<file path="src/rtl/fetch_stage_ctrl.sv">
// rtl/fetch_stage_ctrl.sv - IF stage: PC register, imem request handshake, IF/ID register (optional FETCH_PERF_CNT_EN counters)
module fetch_stage_ctrl #(
  parameter int unsigned     XLEN      = 32,
  parameter logic [XLEN-1:0] RESET_PC  = '0,
  parameter logic [31:0]     NOP_INSTR = 32'h0000_0013
) (
  input  logic            clk_i,
  input  logic            rst_i,
  input  logic            Stall_i,
  input  logic            Flush_i,
  input  logic [XLEN-1:0] BranchAddr_i,
  output logic            Imem_Req_o,
  output logic [XLEN-1:0] Imem_Addr_o,
  input  logic            Imem_Ack_i,
  input  logic [31:0]     Imem_Data_i,
  output logic [XLEN-1:0] PC_o,
  output logic [XLEN-1:0] IFID_PC_o,
  output logic [31:0]     IFID_Instr_o,
  output logic            IFID_Valid_o
`ifdef FETCH_PERF_CNT_EN
  ,
  output logic [31:0]     FetchCnt_o,
  output logic [31:0]     BubbleCnt_o
`endif
);

  typedef enum logic [1:0] {
    IDLE  = 2'd0,
    FETCH = 2'd1,
    DRAIN = 2'd2,
    HOLD  = 2'd3
  } state_t;

  state_t state_q, state_next;

  logic [XLEN-1:0] pc_q, pc_next, pc_plus4;
  logic [XLEN-1:0] req_addr_q;
  logic [XLEN-1:0] ifid_pc_q;
  logic [31:0]     ifid_instr_q;
  logic            ifid_valid_q;
  logic [XLEN-1:0] buf_pc_q;
  logic [31:0]     buf_instr_q;

  logic ifid_ld_mem;
  logic ifid_ld_buf;
  logic ifid_ld_bubble;
  logic buf_ld;

  assign pc_plus4 = pc_q + XLEN'(4);

  always_ff @(posedge clk_i or posedge rst_i) begin
    if (rst_i) begin
      state_q <= IDLE;
    end else begin
      state_q <= state_next;
    end
  end

  always_comb begin
    state_next = state_q;
    case (state_q)
      IDLE:  state_next = FETCH;
      FETCH: begin
        if (Flush_i) begin
          state_next = Imem_Ack_i ? FETCH : DRAIN;
        end else if (Stall_i && Imem_Ack_i) begin
          state_next = HOLD;
        end
      end
      DRAIN: begin
        if (Imem_Ack_i) begin
          state_next = FETCH;
        end
      end
      HOLD: begin
        if (Flush_i || !Stall_i) begin
          state_next = FETCH;
        end
      end
      default: state_next = IDLE;
    endcase
  end

  // Datapath controls; acks outside FETCH/DRAIN are never looked at.
  always_comb begin
    Imem_Req_o     = 1'b0;
    pc_next        = pc_q;
    ifid_ld_mem    = 1'b0;
    ifid_ld_buf    = 1'b0;
    ifid_ld_bubble = 1'b0;
    buf_ld         = 1'b0;
    case (state_q)
      IDLE: begin
        if (Flush_i) begin
          pc_next        = BranchAddr_i;
          ifid_ld_bubble = 1'b1;
        end else if (!Stall_i) begin
          ifid_ld_bubble = 1'b1;
        end
      end
      FETCH: begin
        Imem_Req_o = 1'b1;
        if (Flush_i) begin
          pc_next        = BranchAddr_i;
          ifid_ld_bubble = 1'b1;
        end else if (Stall_i) begin
          buf_ld = Imem_Ack_i;
        end else if (Imem_Ack_i) begin
          pc_next     = pc_plus4;
          ifid_ld_mem = 1'b1;
        end else begin
          ifid_ld_bubble = 1'b1;
        end
      end
      DRAIN: begin
        Imem_Req_o = 1'b1;
        if (Flush_i) begin
          pc_next = BranchAddr_i;
        end
        ifid_ld_bubble = Flush_i || !Stall_i;
      end
      HOLD: begin
        if (Flush_i) begin
          pc_next        = BranchAddr_i;
          ifid_ld_bubble = 1'b1;
        end else if (!Stall_i) begin
          pc_next     = pc_plus4;
          ifid_ld_buf = 1'b1;
        end
      end
      default: ;
    endcase
  end

  // req_addr only moves when a fresh request begins, so it is frozen across DRAIN.
  always_ff @(posedge clk_i or posedge rst_i) begin
    if (rst_i) begin
      pc_q         <= RESET_PC;
      req_addr_q   <= RESET_PC;
      ifid_pc_q    <= '0;
      ifid_instr_q <= NOP_INSTR;
      ifid_valid_q <= 1'b0;
      buf_pc_q     <= '0;
      buf_instr_q  <= NOP_INSTR;
    end else begin
      pc_q <= pc_next;
      if (state_next == FETCH) begin
        req_addr_q <= pc_next;
      end
      if (buf_ld) begin
        buf_pc_q    <= pc_q;
        buf_instr_q <= Imem_Data_i;
      end
      if (ifid_ld_mem) begin
        ifid_pc_q    <= pc_q;
        ifid_instr_q <= Imem_Data_i;
        ifid_valid_q <= 1'b1;
      end else if (ifid_ld_buf) begin
        ifid_pc_q    <= buf_pc_q;
        ifid_instr_q <= buf_instr_q;
        ifid_valid_q <= 1'b1;
      end else if (ifid_ld_bubble) begin
        ifid_instr_q <= NOP_INSTR;
        ifid_valid_q <= 1'b0;
      end
    end
  end

  assign Imem_Addr_o  = req_addr_q;
  assign PC_o         = pc_q;
  assign IFID_PC_o    = ifid_pc_q;
  assign IFID_Instr_o = ifid_instr_q;
  assign IFID_Valid_o = ifid_valid_q;

`ifdef FETCH_PERF_CNT_EN
  logic [31:0] fetch_cnt_q;
  logic [31:0] bubble_cnt_q;

  always_ff @(posedge clk_i or posedge rst_i) begin
    if (rst_i) begin
      fetch_cnt_q  <= '0;
      bubble_cnt_q <= '0;
    end else begin
      if ((ifid_ld_mem || ifid_ld_buf) && (fetch_cnt_q != 32'hFFFF_FFFF)) begin
        fetch_cnt_q <= fetch_cnt_q + 32'd1;
      end
      if (ifid_ld_bubble && (bubble_cnt_q != 32'hFFFF_FFFF)) begin
        bubble_cnt_q <= bubble_cnt_q + 32'd1;
      end
    end
  end

  assign FetchCnt_o  = fetch_cnt_q;
  assign BubbleCnt_o = bubble_cnt_q;
`endif

endmodule

</file>
<file path="config.mk">
export PLATFORM = sky130hd
export DESIGN_NAME = fetch_stage_ctrl
export DESIGN_NICKNAME = d
export VERILOG_FILES = /design/src/rtl/fetch_stage_ctrl.sv
export SDC_FILE = /design/constraint.sdc
export NUM_CORES = 1
export LEC_CHECK = 0
export ABC_AREA = 1
export CAP_MARGIN = 0
export CORE_ASPECT_RATIO = 2
export CORE_MARGIN = 3
export CORE_UTILIZATION = 47
export DETAILED_ROUTE_END_ITERATION = 10
export GPL_TIMING_DRIVEN = 0
export PLACE_DENSITY = 0.85
export SLEW_MARGIN = 20
export SYNTH_ARGS = -nofsm -noshare
export SYNTH_HDL_FRONTEND = slang
export SYNTH_SLANG_ARGS = --single-unit
</file>
<file path="constraint.sdc">
create_clock -name clk_i -period 6.7 [get_ports clk_i]
set_clock_uncertainty 0.2 [all_clocks]
set_input_delay 1.34 -clock clk_i [delete_from_list [all_inputs] [get_ports clk_i]]
set_output_delay 1.34 -clock clk_i [all_outputs]
set_load 0.01 [all_outputs]
</file>
# [Word-level counts from Yosys, hierarchy flattened]
# Cells that the tools add are included.
[totals] register_bits=195 inputBits=69 wordCells=59
[classes] n_addsub=1 n_eq_ne=4 mux=38 reduce_logical=8
[ops] op="32-bit two-way mux" count=11
[ops] op="32-bit one-hot mux with 3 select lines" count=1
[ops] op="32-bit by 3-bit adder with 32-bit output, second input constant" count=1
[ops] op="1-bit two-way mux" count=19
[ops] op="2-bit two-way mux" count=5
[ops] op="2-bit one-hot mux with 4 select lines" count=1
[ops] op="2-bit by 1-bit == test with 1-bit output, second input constant" count=2
[ops] op="2-bit == test, second input constant" count=2
[ops] op="1-bit one-hot mux with 4 select lines" count=1
[ops] op="2-bit OR reduction" count=2
[ops] op="3-bit nonzero test" count=1
[ops] op="2-bit zero test" count=1
[ops] op="2-bit nonzero test" count=1
[ops] op="1-bit logical AND" count=1
[ops] op="1-bit zero test" count=1
[ops] op="1-bit logical OR" count=1

# [Longest topological paths before layout]
# Gate-level depths: netlist of the first run.
[depth] word_depth=7 ltp_mapped=15

# [Worst setup path before layout of the first run]
# Ideal clock, no wire load.
[synth_timing] path_kind="input -> register" from="input Flush_i" to="register req_addr_q[22], in the netlist Imem_Addr_o[22]" arrival_time_ps=2370 setup_slack_ps=4013 stages=10 path_buffers=3 path_cell_list="buf_4 -> inv_2 -> buf_2 -> nand2_1 -> buf_2 -> o22ai_1 -> a21oi_1 -> nand2_1 -> nand2_1 -> nand2_1"
[synth_lines] element="from (decl)" line="10" rtl="input logic Flush_i,"
[synth_lines] element="32-bit two-way mux, on equally long branches"
[synth_lines] element="32-bit one-hot mux with 3 select lines (*)" line="92" rtl="case (state_q)"
[synth_lines] element="named net pc_next[22]" line="36" rtl="logic [XLEN-1:0] pc_q, pc_next, pc_plus4;"
[synth_lines] element="to (signal assigned)" line="148" rtl="req_addr_q <= pc_next;"
[synth_lines] element="to (decl)" line="37" rtl="logic [XLEN-1:0] req_addr_q;"
# The timed path passes the listed nets; every way through them passes the cells marked *.
# A chain may end at the register's enable or synchronous reset.

# [Final worst setup path of the first run]
[layout_timing] from="register state_q[0]" to="output Imem_Req_o"
[layout_via] elab_chain_cells=3
[layout_lines] element="from (decl)" line="34" rtl="state_t state_q, state_next;"
[layout_lines] element="from (signal assigned)" line="55" rtl="state_q <= state_next;"
[layout_lines] element="2-bit == test / 2-bit by 1-bit == test with 1-bit output (equally long branches)" line="92"
[layout_lines] element="2-bit OR reduction (no source line) (*)"
[layout_lines] element="1-bit two-way mux (*)" line="92"
[layout_lines] element="to (decl)" line="12" rtl="output logic Imem_Req_o,"
# Every way passes the cells marked *; elsewhere a longest branch is shown, timed or not.

==> results of run 1 <==
cells in the mapped netlist, drive strengths merged (2+ instances only):
master | count | area share
clkbuf | 34 | 0.013
o22ai | 26 | 0.016
buf | 38 | 0.021
nand3b | 2 | 0.0015
inv | 67 | 0.026
dfstp | 6 | 0.016
nor3 | 7 | 0.0040
a31oi | 13 | 0.0082
ha | 6 | 0.0075
a211oi | 4 | 0.0030
o21ai | 71 | 0.036
dfrtp | 189 | 0.47
nand3 | 142 | 0.072
nor2 | 76 | 0.040
a21oi | 83 | 0.042
nand2 | 501 | 0.19
nand4 | 4 | 0.0025
xor2 | 4 | 0.0035
o211ai | 25 | 0.019
state kept, by name (all words and copies together), names as in the netlist:
name          count
state_q           2
IFID_Valid_o      1
IFID_PC_o        32
buf_pc_q         32
Imem_Addr_o      32
buf_instr_q      32
PC_o             32
IFID_Instr_o     32
logic make-up (layout without fill, tap and decap cells):
kind of cell | after synthesis | count (layout) | synth area share
buffers and inverters | 139 | 374 | 0.0596
adder cells (fa/ha/maj) | 6 | 6 | 0.00753
AND/OR/NAND/NOR | 734 | 734 | 0.312
XOR/XNOR | 4 | 4 | 0.00351
AO/OA/AOI/OAI | 226 | 226 | 0.127
flip-flops | 195 | 195 | 0.490
through the flow:
step / util / total power, mW / area (µm²) / setup WS, ps / cells
2_1_floorplan: - / 3.31 / 9980 / 2650 / 1304
3_3_place_gp: 0.595 / 4.47 / 12300 / 1180 / 1767
3_5_place_dp: 0.601 / 4.54 / 12400 / 3010 / 1773
4_1_cts: 0.629 / 5.58 / 13000 / 3340 / 1805
5_1_grt: 0.629 / 5.90 / 13000 / 3300 / 1805
6_report: 0.629 / 5.58 / 13000 / 3350 / 1805
metal layers:
metal	vias up	wire, µm	part of all wire
li1	4738	-	-
met1	4862	12200	0.35
met2	490	18200	0.52
met3	158	1900	0.054
met4	0	2640	0.076
met5	-	0	0
worst reg2reg max path: stages (launching register included):
cell and delay (ps):
dfrtp_1 420, inv_1 100, ha_1 180, buf_4 170, nor3_2 660, buf_2 420
o22ai_1 120, a21oi_1 140, nand2_1 250, nand2_1 130, nand2_1 50
power breakdown:
group	internal [mW]	switching, mW	total [mW]
Sequential	1.68	0.397	2.07
Combinational	1.04	1.44	2.48
Clock	0.542	0.482	1.02
area by class of cell:
type                    count  area (µm²)
plain buffers              72         335
clock buffers              21         460
clock inverters            11         120
fillers                  1789        7660
inverters                  67         263
multi-input cells         970        4490
flip-flops and latches    195        4890
well taps                 266         333
repair buffers            203        2090
how the worst min path moves through the flow:
stage                          startpoint         endpoint  slack (ps)
final                     buf_instr_q[23]  buf_instr_q[23]         270
after global routing      buf_instr_q[25]  buf_instr_q[25]         300
after CTS                 buf_instr_q[25]  buf_instr_q[25]         280
after detailed placement  buf_instr_q[25]  buf_instr_q[25]         260
after global placement     buf_instr_q[8]   buf_instr_q[8]         250
after floorplan           buf_instr_q[10]  buf_instr_q[10]         240
==> reports/results.txt, run 1 <==
Total CTS buffers: 17
Status: finished, final reports clean
Total iterations of the first detailed-routing run: 6
Crit path max fanout: 4
Initial antenna violation count: 0
Worst path top cell family by delay: buffers and inverters
CP Capture Type: primary output
Buf/Inv on CP: 2
Max Slew Vio Count: 0
Worst skew pair latency: 440 ps
Most common cell after layout, fill and taps aside: nand2_1
Tmin final: 3350 ps
Tot GR Track Use: 0.307
Worst hold margin: 275 ps
Slowest CP cell: clkdlybuf4s50_1
Measured slew at the worst slew-check pin: 859 ps
Met1 Use GR: 0.332
PortBufs: 197
CORE AREA: 0.0206 mm²
Pin count of the biggest net entering global routing: 36
Overflow after GRT: 0
Setup violations, final: 0
Max Cap Viol: 0
Clock H-tree levels: 4
Vias post-DR: 10200
Crit Reg-Reg Startpoint: state_q[1]
Global-route wire length before repair: 54.2 mm
Slew HR: 0.425
Post-CTS setup buffer count: 0
PwrDens: 430 mW/mm²
Routed Antenna Nets: 0
GR Util met3: 0.0447
Met2 usage: 0.539
Drt first-iter violations: 788
Final #Nets: 1601
Worst path depth: 3
RR Endpoint: Imem_Addr_o[21]
Hold_buf cts: 0
Arr. time, crit path: 1810 ps
Pleak: 5.92 nW
Fmax: 299 MHz
WL final: 35.0 mm
Startpoint types: flip-flop
Syn. warnings: 0
Die Y: 212 µm
CP Launch Point: state_q[0]
Sequential share of the synthesized area: 0.490
CTS tree: built
Io pins: 199
Worst reg2reg setup slack: 3750 ps
# rows: 74
Hold depth: 2
Syn avg cell area: 7.65 µm²
Die X-Extent: 109 µm
Mapped Area: 0.00997 mm²
Post-synth EDFFs: 0
Starting Density: 0.483
Drt wl/cell: 19.4 µm
FF-to-FF path depth: 10
Most frequent cells in the layout: 491 x nand2_1, 197 x clkdlybuf4s50_1, 189 x dfrtp_1, 141 x nand3_1, 83 x a21oi_1
Clk root buf: clkbuf_16
Cts repair resizes: 0
Maximum vdd ir drop: 347 µV
Distinct cells, synth: 38
Layout cells sized above 1: 0.0773
Mapped Nets: 1379
Fin crit share: 0.500
RSZ-0062 raised after global routing: false
Hpwl dp: 27.2 mm
Clock sink count: 195
Gr busiest metal: met2
Critical Path Sink: Imem_Req_o
Clk slew on worst S/H paths: 70 ps
Crit Path Class: reg2out
ANT cells: 0
Die area: 0.0231 mm²
CP peak stage delay: 540 ps
Vias/cell: 5.68
Residual DRC: 0
Post-synthesis cell count: 1304
Post-synth top flop: dfrtp_1
Final Hold Viols: 0
Max Buffers Root-to-Sink: 2
Crit path cell chain: inv_1 > ha_1 > clkdlybuf4s50_1
Worst hold path type: reg2reg
WP data required: 5160 ps
Area Growth Syn to Fin: 30.2%
Yosys reg bits: 195
Routability Congestion: 0.986
Vias in the first global route: 10300
Final setup TNS: 0 ps
Post-synth ARST share: 1.00
No activity file was read; power rests on OpenSTA's default activity.
==> run 2: changes to the inputs <==
clock period = 3.03 ns   (was 6.7 ns; I/O delays follow)
==> results of run 2 <==
Same layout as run 1 (identical final DEF). Status: finished, final reports clean.
Among the figures that moved: setup slack after placement 3010 ps -> 75.7 ps; setup slack after layout 3350 ps -> 77.1 ps; start point of the critical path state_q[0] -> state_q[1]; end point of the critical path Imem_Req_o -> Imem_Addr_o[21]; register-to-register setup slack 3750 ps -> 80 ps; total power 5.58 mW -> 12.3 mW; worst IR drop on VDD 347 µV -> 766 µV
==> run 3: changes to the inputs <==
ABC_CLOCK_PERIOD_IN_PS = 3030   (was unset)
CORE_UTILIZATION = 49   (was 47)
CTS_BUF_LIST = sky130_fd_sc_hd__clkbuf_4 sky130_fd_sc_hd__clkbuf_8   (was unset)
PLACE_DENSITY = 0.88   (was 0.85)
REMOVE_ABC_BUFFERS = 1   (was unset)
==> reports/results.txt, run 3 (synthesis results as in run 1) <==
Multi-input logic area: 0.00457 mm² (+1.7%)
Final setup TNS: 0 ps (unchanged)
Worst reg2reg setup slack: 150 ps
Max Buffers Root-to-Sink: 2 (unchanged)
Routability Congestion: 0.923 (-6.4%)
Clock H-tree levels: 4 (unchanged)
Startpoint types: flip-flop
Sw Share: 0.417
Hpwl dp: 20.8 mm (-23%)
Crit Reg-Reg Startpoint: state_q[1]
Final #Nets: 1540 (-3.8%)
Final Hold Viols: 0 (unchanged)
Global-route wire length before repair: 50.8 mm (-6.2%)
Max Slew Vio Count: 0 (unchanged)
Setup violations, final: 0 (unchanged)
Die Y: 208 µm (-2.0%)
Residual DRC: 0 (unchanged)
Overflow after GRT: 0 (unchanged)
Layout cells sized above 1: 0.0683 (-0.00899)
Buf/Inv on CP: 3
Area Growth Syn to Fin: 27.2%
Tot GR Track Use: 0.287 (-0.0201)
Status: finished, final reports clean
Comb pwr share: 0.461 (+0.016)
Worst skew pair latency: 470 ps (+30 ps)
Clock sink count: 195 (unchanged)
Post-Route Utilization: 0.637 (+0.00859)
Measured slew at the worst slew-check pin: 859 ps (+0.458 ps)
Die area: 0.0222 mm² (-3.9%)
Total CTS buffers: 17 (unchanged)
Slowest CP cell: inv_4
Starting Density: 0.501 (+0.0178)
WP data required: 3200 ps
Crit Path Class: reg2reg
Tmin final: 2880 ps
CORE AREA: 0.0199 mm² (-3.6%)
Tot Pwr: 11.7 mW
RSZ-0062 raised after global routing: true
Arr. time, crit path: 3060 ps
Routed Antenna Nets: 0 (unchanged)
PwrDens: 923 mW/mm²
Crit path cell chain: ha_1 > inv_1 > nor2_1 > nand2_2 > inv_4 > nor2_4 > inv_2 > nor2_1 > a211oi_1
Fmax: 347 MHz
Fin crit share: 0.951
Clk root buf: clkbuf_8
Worst path top cell family by delay: buffers and inverters
Total iterations of the first detailed-routing run: 6 (unchanged)
Clock power frac: 0.153 (-0.031)
Initial antenna violation count: 1 (+1)
Slew HR: 0.427 (+0.00220)
Die X-Extent: 107 µm (-1.9%)
RR Endpoint: IFID_PC_o[5]
Most common cell type on the critical path: nor2_1
Pin count of the biggest net entering global routing: 100 (+180%)
Io pins: 199 (unchanged)
Sequential power share: 0.386 (+0.014)
Worst hold path type: reg2reg
Clk slew on worst S/H paths: 100 ps (+30 ps)
# rows: 73 (-1.4%)
Vias in the first global route: 10000 (-2.5%)
PortBufs: 198 (+0.51%)
Vias/cell: 5.74 (+1.0%)
CP peak stage delay: 630 ps
Internal: 6.83 mW
Hold depth: 2 (unchanged)
Most common cell after layout, fill and taps aside: nand2_1
Crit path max fanout: 53
Most frequent cells in the layout: 490 x nand2_1, 196 x clkdlybuf4s50_1, 189 x dfrtp_1, 141 x nand3_1, 83 x a21oi_1
Fillers: 1763 (-1.5%)
HP Start: buf_instr_q[18]
FF/Latch Area: 0.00489 mm² (unchanged)
WHS Endpoint: buf_instr_q[18]
Vias post-DR: 9985 (-2.6%)
WL final: 31.5 mm (-9.9%)
Drt wl/cell: 18.1 µm (-6.6%)
Drt first-iter violations: 942 (+20%)
CTS tree: built
Maximum vdd ir drop: 801 µV
CP Capture Type: flip-flop
Net Switching: 4.88 mW
Max Cap Viol: 0 (unchanged)
Pleak: 5.74 nW (-3.1%)
FF-to-FF path depth: 9 (-1)
run 3: area by class of cell:
| cell class | count | share of cell area |
|---|---|---|
| Clock buffer | 20 | 0.0207 |
| Timing Repair Buffer | 211 | 0.171 |
| Multi-Input combinational cell | 973 | 0.360 |
| Inverter | 67 | 0.0247 |
| Antenna cell | 1 | 0.000197 |
| Clock inverter | 12 | 0.0123 |
| Sequential cell | 195 | 0.385 |
| Tap cell | 262 | 0.0258 |
run 3: worst max-delay path by stage:
stage	cells after the start	end	slack, ps	from
CTS	13	Imem_Addr_o[2]	8	state_q[1]
finish	9	IFID_PC_o[5]	150	state_q[1]
detailed placement	11	Imem_Addr_o[8]	-1580	Flush_i
global route	13	Imem_Addr_o[2]	-70	state_q[1]
global placement	2	Imem_Addr_o[31]	-5610	rst_i
floorplan	1	IFID_Instr_o[10]	-3080	rst_i
run 3: metal layers:
layer  vias to the layer above  routed length (µm)  global-route usage
met5                         -                   0                   0
met4                         0                2110               0.187
met3                       135                2070              0.0405
met2                       522               16000               0.496
met1                      4703               11300               0.325
li1                       4625                   -                   -
run 3: per-stage QoR:
step | instance area, µm² | instances | setup slack, ps | hold WS [ps]
finish | 12700 | 1741 | 149 | 281
global route | 12700 | 1741 | -65.4 | 301
CTS | 12600 | 1736 | 7.83 | 283
detailed placement | 12100 | 1698 | -1580 | 259
floorplan | 9640 | 1232 | -3080 | 243
global placement | 11900 | 1692 | -5610 | 253
run 3: timing repair:
item	in CTS	in global routing
gates resized for setup	13	7
endpoints found under the setup margin	97	57
buffers inserted	3	4
pin swaps	4	1
gates cloned	3	0
hold buffers	0	0
run 3: power groups by stage:
stage / clock [mW] / sequential [mW] / combinational, mW
5_1_grt: 1.92 / 4.65 / 5.91
4_1_cts: 1.83 / 4.50 / 5.34
6_report: 1.80 / 4.52 / 5.40
2_1_floorplan: 0 / 4.66 / 2.49
3_5_place_dp: 0 / 4.54 / 5.24
3_3_place_gp: 0 / 4.49 / 5.01
run 3: worst min-delay path: stages (launching register included):
cell,delay [ps]
dfrtp_1,350
nand2_1,50
nand2_1,50
